==> config.mk <==
export PLATFORM = sky130hd
export DESIGN_NAME = or_tree_pipe
export DESIGN_NICKNAME = d
export VERILOG_FILES = /design/src/rtl/or_tree_pipe.sv
export SDC_FILE = /design/constraint.sdc
export NUM_CORES = 1
export LEC_CHECK = 0
export CAP_MARGIN = 20
export CORE_MARGIN = 2
export CORE_UTILIZATION = 51
export DETAILED_ROUTE_END_ITERATION = 10
export PLACE_DENSITY = 0.95
export RECOVER_POWER = 50
export REMOVE_ABC_BUFFERS = 1
export SETUP_SLACK_MARGIN = 0.1
export SLEW_MARGIN = 10
export SYNTH_ARGS = -nofsm -noshare
export SYNTH_HDL_FRONTEND = slang
export SYNTH_SLANG_ARGS = --single-unit
export TNS_END_PERCENT = 20
==> constraint.sdc <==
create_clock -name clk -period 2.5 [get_ports clk]
set_input_delay 0.25 -clock clk [delete_from_list [all_inputs] [get_ports clk]]
set_output_delay 0.25 -clock clk [all_outputs]
set_load 0.03 [all_outputs]
==> src/rtl/or_tree_pipe.sv <==
// Pipelined OR-reduction tree: LANES words of WIDTH bits -> bitwise OR plus any-bit-set flag.
// Optional running-OR accumulator (acc_clr/acc_word) when OR_TREE_STICKY_EN is defined.
module or_tree_pipe #(
    parameter int unsigned WIDTH = 16,
    parameter int unsigned LANES = 8
) (
    input  logic                   clk,
    input  logic                   rst_n,
    input  logic                   in_valid,
    output logic                   in_ready,
    input  logic [WIDTH*LANES-1:0] in_data,
    output logic                   out_valid,
    input  logic                   out_ready,
    output logic [WIDTH-1:0]       out_word,
    output logic                   out_any
`ifdef OR_TREE_STICKY_EN
    ,
    input  logic                   acc_clr,
    output logic [WIDTH-1:0]       acc_word
`endif
);

    localparam int unsigned LEVELS    = $clog2(LANES);
    localparam int unsigned PAD_LANES = 2 ** LEVELS;
    localparam int unsigned NODES     = PAD_LANES - 1;
    localparam int unsigned ALL_WORDS = PAD_LANES + NODES;

    // Word offset of level l's source words inside tree_c (level 0 reads the padded input).
    function automatic int unsigned level_base(input int unsigned l);
        return (2 * PAD_LANES) - ((2 * PAD_LANES) >> l);
    endfunction

    logic [PAD_LANES*WIDTH-1:0] in_pad_c;
    logic [NODES*WIDTH-1:0]     node_q;
    logic [ALL_WORDS*WIDTH-1:0] tree_c;
    logic [LEVELS-1:0]          valid_q;
    logic [LEVELS:0]            src_valid_c;
    logic [LEVELS:0]            ready_c;

    // Missing lanes are zero, so an odd trailing word passes through its OR unchanged.
    assign in_pad_c    = (PAD_LANES*WIDTH)'(in_data);
    assign tree_c      = {node_q, in_pad_c};
    assign src_valid_c = {valid_q, in_valid};

    // Stall chain: an empty stage always accepts, a full one only if downstream moves.
    always_comb begin
        ready_c         = '0;
        ready_c[LEVELS] = out_ready;
        for (int l = int'(LEVELS) - 1; l >= 0; l--) begin
            ready_c[l] = !valid_q[l] || ready_c[l+1];
        end
    end

    // Tree stages: valid follows its source whenever ready; data loads only on transfer.
    always_ff @(posedge clk or negedge rst_n) begin
        if (!rst_n) begin
            valid_q <= '0;
            node_q  <= '0;
        end else begin
            for (int unsigned l = 0; l < LEVELS; l++) begin
                if (ready_c[l]) begin
                    valid_q[l] <= src_valid_c[l];
                    if (src_valid_c[l]) begin
                        for (int unsigned j = 0; j < (PAD_LANES >> (l + 1)); j++) begin
                            node_q[(level_base(l + 1) - PAD_LANES + j)*WIDTH +: WIDTH] <=
                                tree_c[(level_base(l) + 2*j)*WIDTH +: WIDTH] |
                                tree_c[(level_base(l) + 2*j + 1)*WIDTH +: WIDTH];
                        end
                    end
                end
            end
        end
    end

    assign in_ready  = ready_c[0];
    assign out_valid = src_valid_c[LEVELS];
    assign out_word  = tree_c[(ALL_WORDS-1)*WIDTH +: WIDTH];
    assign out_any   = |out_word;

`ifdef OR_TREE_STICKY_EN
    logic [WIDTH-1:0] acc_q;
    logic             xfer_c;

    assign xfer_c = out_valid && out_ready;

    // Clear takes priority, then the word transferred in the same cycle is OR'd in.
    always_ff @(posedge clk or negedge rst_n) begin
        if (!rst_n) begin
            acc_q <= '0;
        end else if (acc_clr) begin
            acc_q <= xfer_c ? out_word : '0;
        end else if (xfer_c) begin
            acc_q <= acc_q | out_word;
        end
    end

    assign acc_word = acc_q;
`endif

endmodule
* Word-level counts from Yosys, hierarchy flattened *
Index checks and enable logic that the tools add are counted.

cells by class
  bitwise gates (word level) = 7
  reductions and logical operators = 10

operators by type and width
  cell              number
  $or 16x16->16     7
  $reduce_or 16->1  1
  $reduce_and 2->1  3
  $logic_not 1->1   3
  $logic_or 1x1->1  3

word-level totals
  output and inout port bits = 19
  input port bits = 132
  bits in registers = 115

* Logic depth before layout (Yosys ltp) *
  depth in word-level cells = 5
  mapped depth = 6
  depth with buffers taken out = 3

* Least setup slack after synthesis *
OpenSTA, ideal clock, no wires.

  kind = reg2reg
  from = reg valid_q[2]
  to = reg node_q[37]
  path buffers = 1
  arrival time = 1.389 ns
  data required time = 2.422 ns
  cell stages (with the launch flop) = 5
  slack = 1.033 ns
  cells stage by stage = dfrtp_1 -> nand4b_4 -> clkbuf_1 -> a21oi_1 -> a21oi_1

between the ends
  word-level cells in the longest chain between the ends = 5

ends and longest elaborated chain
  what                               line  RTL
  from (decl)                        36    logic [LEVELS-1:0] valid_q;
  from (signal, indexed assignment)  62    valid_q[l] <= src_valid_c[l];
  $logic_not 1->1                    50    ready_c[l] = !valid_q[l] || ready_c[l+1];
  $logic_or 1x1->1 (3 in series)     50
  named net in_ready                 10    output logic in_ready,
  $reduce_and 2->1 (no line)         --
  to (signal, indexed assignment)    65    node_q[(level_base(l + 1) - PAD_LANES + j)*WIDTH +: WIDTH] <=
  to (decl)                          34    logic [NODES*WIDTH-1:0] node_q;

The timed path passes the listed nets, and every way through them passes these cells.
A chain may end at the register's enable or synchronous reset.

* Worst setup path after layout *
  from = reg valid_q[2]
  to = out in_ready

between the ends
  word-level cells in the longest chain between the ends = 4

ends and longest elaborated chain
  what                            line
  $logic_not 1->1                 50
  $logic_or 1x1->1 (3 in series)  50
  to (decl)                       10

No other way between the ends.

==> results.md <==
* Iter 0 DRT Violations at 193
* Psw at 1.27 mW
* Simple logic cell fraction of the synthesized area at 0.105
* Final HPWL DP at 8620 um
* Final cell count without fillers at 791
* Switching Share at 0.237
* Top-count cell post-synth: a21oi_1
* H-tree Lvls at 4
* Clock Latency Late Sink at 0.52 ns
* Total gr overflow at 0
* Post-route setup slack at 0.380 ns
* Largest family of logic cells by synthesized area: compound AO/OA/AOI/OAI gates
* Max Cap Viol at 1
* Async SR Flop Fraction at 1.00
* Min cycle time layout at 2.12 ns
* Seq pwr share at 0.396
* Worst min-delay path category: primary input to register
* Routed WL per cell at 16.2 um
* Largest net degree at the start of global routing at 66
* Post-layout nets at 777
* Clock root buffer: clkbuf_8
* Bufs and invs on worst path at 1
* Worst slew pin tran at 1.77 ns
* Max VDD drop at 525 uV
* Clock buffer depth at 2
* Internal power at 4.07 mW
* Vias in the first global route at 4515
* WP data required at 2.25 ns
* Status: finished, violations left
* Top cells by area, synth: dfrtp_1 58%, a21oi_1 18%, nor2_1 8.5%
* Height of the die at 103 um
* Chip width at 103 um
* Clk_skew at 0.00828 ns
* Yosys warnings at 0
* Kind of critical path: register to primary output
* Slew Viols, Final at 32
* Post-synth EDFFs at 0
* Routed Antenna Nets at 0
* Violated checks: max-capacitance violations, max-slew violations
* Total global-route track usage at 0.260
* Register area share after synthesis at 0.580
* Final period util at 0.848
* Initial core utilization at 0.517
* Top cells by count, synth: 182 x a21oi_1, 115 x dfrtp_1, 112 x nor2_1, 32 x a31oi_1, 19 x buf_4
* Drc violations at 0
* DRT Wirelength at 12800 um
* CP Capture Type: primary output
* Worst path cell trace: nand4b_1 > clkdlybuf4s50_1
* Compound-gate portion of the synthesized area at 0.241
* TritonCTS buffer count at 17
* Die ar. at 10500 um2
* Crit path launch type: register
* Post-synthesis cell area at 4960 um2
* CP Max Fanout at 4
* Diode count at 0
* Mapped Cells at 521
* Avg Synthesized Cell Area at 9.53 um2
* RSZ-0062 raised after global routing: no
* DP Worst Slack at 0.600 ns
* Power density cells at 763 nW/um2
* DRT Pass-1 Iters at 5
* Sinks on Clock Net at 115
* CTS clk-pin slew, worst paths at 0.06 ns
* F_max at 0.472 GHz
* Comb power frac at 0.120
* First-pass GRT wire length at 20900 um
* Num ports at 151
* Placement Rows at 36
* Hold WS at 0.320 ns
* Post-Synth XOR/XNOR Area at 0
* TritonCTS clock tree: done
* Fillers at 687
* Vias after detailed routing at 4365
* Post-CTS Repair Setup Buffers at 0
* Final core occ at 0.730
* Netlist cell types at 16
* Crit path max-delay family: buffers and inverters
* Core footprint at 9590 um2
* # setup viols final at 0
* Post-synth top area cell: dfrtp_1
* GPL Wtd Cong at 0.792
* Post-Place Cells at 758
* Area delta synth->final at 41.0%
* CP max stage delay at 0.71 ns
* Max-slew headroom at -0.180
* Vias per cell at 5.52
* Slowest-stage cell, CP: clkdlybuf4s50_1
* CP Data Arrival Time at 1.87 ns
* Port Buffers at 150
* Synthesized flop and latch total at 115
* Top-area cell type share of the netlist area at 0.580
* Clock power frac at 0.484
* Adder-cell area share of the yosys netlist at 0
* Mux cell area share after synthesis at 0
* Synth Flop Type: dfrtp_1
* Reported leakage power at 2.55 nW
* Final hold violations at 0
* Layout cells sized above 1 at 0.0836
* Antenna violations before repair at 0
metal layers:
metal / GRT usage / part of all wire / up-vias
met5: 0 / 0 / -
met4: 0.113 / 0.024 / 0
met3: 0.0827 / 0.074 / 26
met2: 0.448 / 0.53 / 186
met1: 0.297 / 0.38 / 2099
li1: - / - / 2054
stage by stage:
step           setup TNS (ns)  power [mW]  area [um2]
6_report                    0        5.34        7000
5_1_grt                     0        5.54        7000
4_1_cts                     0        5.37        7020
3_5_place_dp                0        2.78        6370
3_3_place_gp                0        2.73        6370
2_1_floorplan          -59.60        2.39        4600
cell families after synthesis:
logic type             after synthesis
AO/OA/AOI/OAI                      224
AND/OR/NAND/NOR                    125
flip-flops                         115
buffers and inverters               57
what timing repair did:
item	in CTS	in global routing
hold buffers	1	0
endpoints found under the setup margin	1	1
endpoints found under the hold margin	30	0
resized for setup	1	1
worst paths after layout:
check | from | end | slack (ns) | cells after the start
worst max-delay path | valid_q[2]$_DFFE_PN0P_ | in_ready | 0.38 | 2
worst min-delay path | in_data[15] | node_q[15]$_DFFE_PN0P_ | 0.32 | 3
worst max register to register | valid_q[0]$_DFFE_PN0P_ | node_q[75]$_DFFE_PN0P_ | 0.66 | 3
worst min register to register | node_q[55]$_DFFE_PN0P_ | node_q[55]$_DFFE_PN0P_ | 0.52 | 2
max in group asynchronous | rst_n | node_q[101]$_DFFE_PN0P_ | 0.54 | 3
min in group asynchronous | rst_n | node_q[31]$_DFFE_PN0P_ | 0.77 | 2
cell usage in the layout, fill, tap and decap left out, types with 2 or more instances in the layout:
| master | instances |
|---|---|
| clkbuf_16 | 16 |
| bufinv_16 | 5 |
| a21oi_1 | 182 |
| nor2_1 | 112 |
| buf_4 | 7 |
| clkinv_2 | 2 |
| clkinvlp_4 | 4 |
| clkbuf_8 | 2 |
| clkdlybuf4s50_1 | 147 |
| dfrtp_1 | 114 |
| nor4_1 | 3 |
| clkbuf_1 | 3 |
| a21oi_2 | 10 |
| nand2b_1 | 4 |
| clkinv_4 | 2 |
| buf_12 | 2 |
| a31oi_1 | 32 |
cell type report:
type	instances	area [um2]	area share
well taps	133	166	0.0238
repair buffers	162	1600	0.229
flip-flops and latches	115	2880	0.411
clock buffers	19	432	0.0617
clock inverters	13	208	0.0297
multi-input cells	349	1710	0.245
flip-flops by register name (all words and copies together), names as in the netlist:
| register | cells |
|---|---|
| valid_q | 3 |
| node_q | 112 |
power by group through the flow:
stage,logic [mW],clock network (mW),registers [mW]
floorplan,0.242,0,2.14
global placement,0.602,0,2.13
detailed placement,0.637,0,2.14
CTS,0.647,2.61,2.11
global route,0.708,2.70,2.13
finish,0.640,2.59,2.11
worst min-delay path: cells and delay by family:
family	cells	cell delay, ns
compound gates	1	0.07
buf+inv	1	0.40
simple gates	1	0.08
(Power assumes the default switching activity.)
